--- src/rtl/multiword_add_ctrl.sv ---
// Sequences a WIDTH-bit add/subtract through an external SLICE-bit CLA slice,
// one digit per cycle (LSB first), and reports sum, carry-out and overflow.
module multiword_add_ctrl #(
  parameter int WIDTH = 32,
  parameter int SLICE = 4
) (
  input  logic             clk,
  input  logic             rst_n,
  input  logic             start,
  input  logic [WIDTH-1:0] a_in,
  input  logic [WIDTH-1:0] b_in,
  input  logic             cin,
  input  logic             sub,
  output logic [SLICE-1:0] slice_a,
  output logic [SLICE-1:0] slice_b,
  output logic             slice_ci,
  input  logic [SLICE-1:0] slice_s,
  input  logic             slice_co,
  output logic             busy,
  output logic             done,
  output logic [WIDTH-1:0] sum,
  output logic             cout,
  output logic             ovf
);
  localparam int N  = WIDTH / SLICE;
  localparam int CW = (N > 1) ? $clog2(N) : 1;

  typedef enum logic [1:0] {IDLE, RUN, DONE} state_t;

  state_t           state, state_nxt;
  logic [WIDTH-1:0] a_reg, b_reg, res_sr, res_nxt, b_eff;
  logic [CW-1:0]    cnt;
  logic             carry, a_msb, b_msb, last;

  assign b_eff = sub ? ~b_in : b_in;
  assign last  = (cnt == CW'(N - 1));

  // Result fills from the top so the LSB digit ends up at bit 0 after N shifts.
  generate
    if (N == 1) begin : g_one
      assign res_nxt = slice_s;
    end else begin : g_multi
      assign res_nxt = {slice_s, res_sr[WIDTH-1:SLICE]};
    end
  endgenerate

  always_comb begin
    state_nxt = state;
    case (state)
      IDLE:    if (start) state_nxt = RUN;
      RUN:     if (last)  state_nxt = DONE;
      DONE:    state_nxt = IDLE;
      default: state_nxt = IDLE;
    endcase
  end

  always_ff @(posedge clk or negedge rst_n) begin
    if (!rst_n) state <= IDLE;
    else        state <= state_nxt;
  end

  assign busy     = (state != IDLE);
  assign done     = (state == DONE);
  assign slice_a  = (state == RUN) ? a_reg[SLICE-1:0] : '0;
  assign slice_b  = (state == RUN) ? b_reg[SLICE-1:0] : '0;
  assign slice_ci = (state == RUN) ? carry : 1'b0;

  always_ff @(posedge clk or negedge rst_n) begin
    if (!rst_n) begin
      a_reg  <= '0;
      b_reg  <= '0;
      res_sr <= '0;
      carry  <= 1'b0;
      cnt    <= '0;
      a_msb  <= 1'b0;
      b_msb  <= 1'b0;
      sum    <= '0;
      cout   <= 1'b0;
      ovf    <= 1'b0;
    end else begin
      case (state)
        IDLE: if (start) begin
          a_reg <= a_in;
          b_reg <= b_eff;
          carry <= sub | cin;  // subtract is A + ~B + 1, cin ignored
          cnt   <= '0;
          a_msb <= a_in[WIDTH-1];
          b_msb <= b_eff[WIDTH-1];
        end
        RUN: begin
          res_sr <= res_nxt;
          carry  <= slice_co;
          a_reg  <= a_reg >> SLICE;
          b_reg  <= b_reg >> SLICE;
          cnt    <= cnt + 1'b1;
          if (last) begin
            sum  <= res_nxt;
            cout <= slice_co;
            ovf  <= (a_msb == b_msb) && (res_nxt[WIDTH-1] != a_msb);
          end
        end
        default: ;
      endcase
    end
  end
endmodule

--- config.mk ---
export PLATFORM = sky130hd
export DESIGN_NAME = multiword_add_ctrl
export DESIGN_NICKNAME = d
export VERILOG_FILES = /design/src/rtl/multiword_add_ctrl.sv
export SDC_FILE = /design/constraint.sdc
export NUM_CORES = 1
export LEC_CHECK = 0
export ABC_AREA = 1
export BUFFER_PORTS_ARGS = -buffer_cell sky130_fd_sc_hd__buf_2
export CORE_MARGIN = 2
export CORE_UTILIZATION = 24
export CTS_CLUSTER_SIZE = 14
export DETAILED_ROUTE_END_ITERATION = 16
export PLACE_DENSITY_LB_ADDON = 0.12
export SYNTH_ARGS = -nofsm -noshare
export SYNTH_HDL_FRONTEND = slang
export SYNTH_SLANG_ARGS = --single-unit
--- constraint.sdc ---
create_clock -name clk -period 1.3 [get_ports clk]
set_input_delay 0.26 -clock clk [delete_from_list [all_inputs] [get_ports clk]]
set_output_delay 0.26 -clock clk [all_outputs]
set_load 0.02 [all_outputs]
[After elaboration in Yosys (flattened, before gate mapping)]
Index checks and enable logic that the tools add are counted.
Word-level totals
  input bits: 74
  flip-flop bits (word level): 138
  logic and storage cells: 44
  output and inout port bits: 45
Cells by class
  add/subtract/negate cells: 1
  mux-type cells: 15
  bitwise operators: 2
  equality and inequality tests: 7
  reduce and logical (&&, ||, !) cells: 8
Operator list (count)
  case mux 32 bit (2 select lines): 2
  two-way mux 32 bit: 3
  inverter 32 bit: 1
  two-way mux 4 bit: 2
  AND reduction 2 bit: 4
  case mux 3 bit (2 select lines): 1
  two-way mux 2 bit: 2
  != test 2 bit (second input constant): 2
  case mux 2 bit (2 select lines): 1
  nonzero test 2 bit: 2
  adder 3 x 1 -> 3 bit (second input constant): 1
  equality test 3 bit (second input constant): 1
  two-way mux 3 bit: 1
  equality test 2 x 1 -> 1 bit (second input constant): 1
  equality test 2 bit (second input constant): 1
  zero test 2 bit: 1
  two-way mux 1 bit: 2
  case mux 1 bit (2 select lines): 1
  equality test 1 bit: 1
  logical AND 1 bit: 1
  != test 1 bit: 1
  OR 1 bit: 1

[Depth between registers and ports, before layout]
  depth after elaboration: 4
  depth in mapped cells: 7
  gate-level depth less buffers: 6

[Least setup slack after synthesis]
No wires, ideal clock.
  path type: reg-to-output
  from: reg state[1]
  to: out slice_a[0]
  arrival time: 1.232 ns
  stages on the path, launching flop included: 6
  data required time: 1.040 ns
  setup slack: -0.192 ns
  path buffers: 2
  cells stage by stage: dfrtp_1 -> inv_2 -> nand2_2 -> buf_4 -> buf_2 -> nor2_1
On the way
  longest elaborated chain between the ends: 2
Ends and longest elaborated chain
  start, declared: line 30  | state_t state, state_nxt;
  start signal, assigned: line 59  | else state <= state_nxt;
  equality test 2 x 1 -> 1 bit: line 64  | assign slice_a = (state == RUN) ? a_reg[SLICE-1:0] : '0;
  two-way mux 4 bit: line 64
  end, declared: line 14  | output logic [SLICE-1:0] slice_a,
No other way between the ends.

[Worst setup path in the final report]
  from: reg state[1]
  to: out slice_b[0]
On the way
  longest elaborated chain between the ends: 2
Ends and longest elaborated chain
  equality test 2 x 1 -> 1 bit: line 65  | assign slice_b = (state == RUN) ? b_reg[SLICE-1:0] : '0;
  two-way mux 4 bit: line 65
  end, declared: line 15  | output logic [SLICE-1:0] slice_b,
No other way between the ends.

==> results.toml <==
[run_status]
status = "finished with violations"
failed_checks = "setup timing"

[critical_path]
r2r_cells = 10
r2r_end = "b_reg[20]"
cp_num_buf_inv = 3
arrival_ns = 1.39
crit_path_max_incr_delay_ns = 0.40
slowest_stage = "dfrtp_1"
crit_family = "flip-flops"
cp.required_ns = 1.04
regToRegSetupSlack_ns = -0.25
start_kind = "flip-flop"
critical_path_class = "flip-flop to output port"
cp-end-kind = "output port"
critical_path.max_fanout = 5
r2r_start = "state[1]"
path_cells = "inv_2 -> nand2_4 -> buf_12 -> nor2_4 -> buf_6"

[synth]
syn-num-nets = 902
synth_most_common_cell = "nand2_1"
muxShareOfSynthArea_pct = 0
synth_edf_count = 0
yosys-top-cells-area = "dfrtp_1, nand2_1, nand3_1"
synth_cells = 826
synth_seq_area_share_pct = 54.09
synth_ff_type = "dfrtp_1"
synth_xor_area_share_pct = 0.1413
synth_top_family_by_area = "simple AND/OR/NAND/NOR gates"
synth_area_sq_um = 6200
yosys_warnings = 0
synth_fa_ha_area_share_pct = 0.4036
avgSynthCellArea_sq_um = 7.506
post-synth-top-area-cell = "dfrtp_1"
synth_common_cells = "nand2_1, dfrtp_1, inv_1, nand3_1, o21ai_0"
synth_cell_types = 18
synth_compound_area_share_pct = 4.945
synthArstFlopShare_pct = 100.0
ys_seq_elements = 134
netlist.area_leader.share_pct = 54.09
yosys.area_share.simple_pct = 32.35

[die]
placementRows = 58
die_x_um = 164.7
start_util_pct = 24.55
die-area_sq_um = 27130
core_sq_um = 25250
io_pins = 119
die_h_um = 164.7

[pwr]
p_leak_nw = 5.014
ir_worst_vdd_uv = 884.6
p_clk_share_pct = 23.7
p_comb_share_pct = 45.1
power.switching_mw = 8.003
netSwitchingFraction_pct = 36.29
power_density_nw_per_um2 = 2376
p_int_mw = 14.05
seqPwrFrac_pct = 31.1

[placement]
post-place-ws_ns = -0.08077
place_area_sq_um = 7506
port_buffers = 118
gp_congestion = 0.7276
place_hpwl_mm = 11.22

[routing]
drt_iter0_drc = 276
wl_mm = 18.49
viasPerCell = 4.102
drt-pass1-iter-count = 4
final_antenna_net_count = 0
drc_errors = 0
routed-via-count = 5529
routedWlPerCell_um = 13.71

[worst_hold_path]
hold_depth = 3
holdCritStartpoint = "a_in[30]"
worstHoldEndpoint = "a_reg[30]"
min_path_type = "primary input to flip-flop"

[cts]
cts_root_buf = "clkbuf_16"
clk_pin_slew_ns = 0.06
clock_path_buffers = 2
clkLatencyLatePin_ns = 0.42
htreeDepth = 4
cts_tree = "yes"
clock-sinks = 134
cts_buffers = 17

[layout]
nNetsFinal = 1082
fill_cells = 2662
diodes = 0
fin_area_sq_um = 9283
final_util_pct = 36.76
syn2layout_area_growth_pct = 49.73
layout-drive-gt1-share_pct = 27.01

[timing]
setup_ws_ns = -0.3499
rsz0062_at_grt = "yes"
tightest_slew_ns = 0.3704
relSlewSlack_pct = 75.22
hold_viol = 0
max_freq_mhz = 606.1
finClkSkew_ns = 0.01187
fin_crit_sh_pct = 126.9
period_minus_slack_ns = 1.650
drv_slew = 0
setup_viol = 118

[grt]
grt_overflow = 0
grt_use_total_pct = 13.41
grt_pass1_vias = 5197
grt_start_max_net_pins = 43
grt_first_pass_wirelength_mm = 27.97
antenna_found_initial = 0

[run]
drv_cap = 0
-- power by group through the flow --
stage                     logic, mW  clock network, mW  registers, mW
final                          9.95               5.24           6.87
after global routing           11.0               5.58           7.09
after CTS                      8.85               5.39           6.86
after detailed placement       7.20                  0           6.90
after global placement         7.14                  0           6.90
after floorplan                4.25                  0           7.21
-- layout make-up --
| cell class | count | area, sq um | share of cell area [%] |
|---|---|---|---|
| Inverter | 75 | 286.5 | 3.087 |
| Clock inverter | 10 | 168.9 | 1.820 |
| Clock buffer | 21 | 470.5 | 5.068 |
| Sequential cell | 134 | 3354 | 36.14 |
| Multi-Input combinational cell | 571 | 2539 | 27.35 |
| Timing Repair Buffer | 207 | 2051 | 22.09 |
| Tap cell | 330 | 412.9 | 4.448 |
-- worst max path at each step --
stage	cells after the start	to	slack (ns)	startpoint
final	5	slice_b[0]	-0.35	state[1]
after global routing	5	slice_b[3]	-0.43	state[1]
after CTS	5	slice_b[0]	-0.38	state[1]
after detailed placement	6	sum[29]	-0.08	cnt[0]
after global placement	5	a_reg[4]	-0.06	state[0]
after floorplan	5	slice_a[0]	-0.01	state[1]
-- logic make-up after synthesis --
logic type,Yosys count
fa+ha+maj,2
flops,134
simple gates,509
compound gates,59
xor+xnor,1
buf+inv,121
-- placed cells by master (no fill, tap or decap), types with 3 or more instances in the layout --
cell type   instances
nand2_1           426
dfrtp_1           133
buf_2             106
inv_1              71
nand3_1            62
o21ai_1            35
buf_4              35
clkbuf_16          24
buf_12             22
buf_6              21
nor2_4             12
o21ai_0            12
o21ai_2            11
buf_16              8
nand2_4             4
bufinv_16           4
bufbuf_16           4
nand2_2             3
clkbuf_8            3
clkinvlp_4          3
buf_8               3
-- tightest hold or removal path, cell delays in order --
cell and delay, ns:
buf_2 0.08, nand2_1 0.04, nand2_1 0.04
-- timing repair --
item,in CTS,in global routing
endpoints found under the setup margin,113,141
hold endpoints to repair,71,0
hold buffers,1,0
cloned,12,11
pin swaps,6,2
setup buffers,19,9
resized for setup,60,51
-- layer usage --
layer  wire length (um)  track usage, %
met4                207           4.506
met2               8570           20.77
met3                565           2.687
met1               9143           18.71
met5                  0               0
-- per-stage QoR --
stage	setup TNS, ns	std cells	hold WS (ns)	power [mW]
5_1_grt	-32.66	1348	0.01853	23.68
3_5_place_dp	-4.419	1267	0.1477	14.10
4_1_cts	-20.14	1328	0.01302	21.10
6_report	-21.81	1348	0.03375	22.05
3_3_place_gp	-2.972	1267	0.1431	14.04
2_1_floorplan	-0.01185	826	-0.03559	11.46
Note: power is estimated with default switching activity, not from simulation.
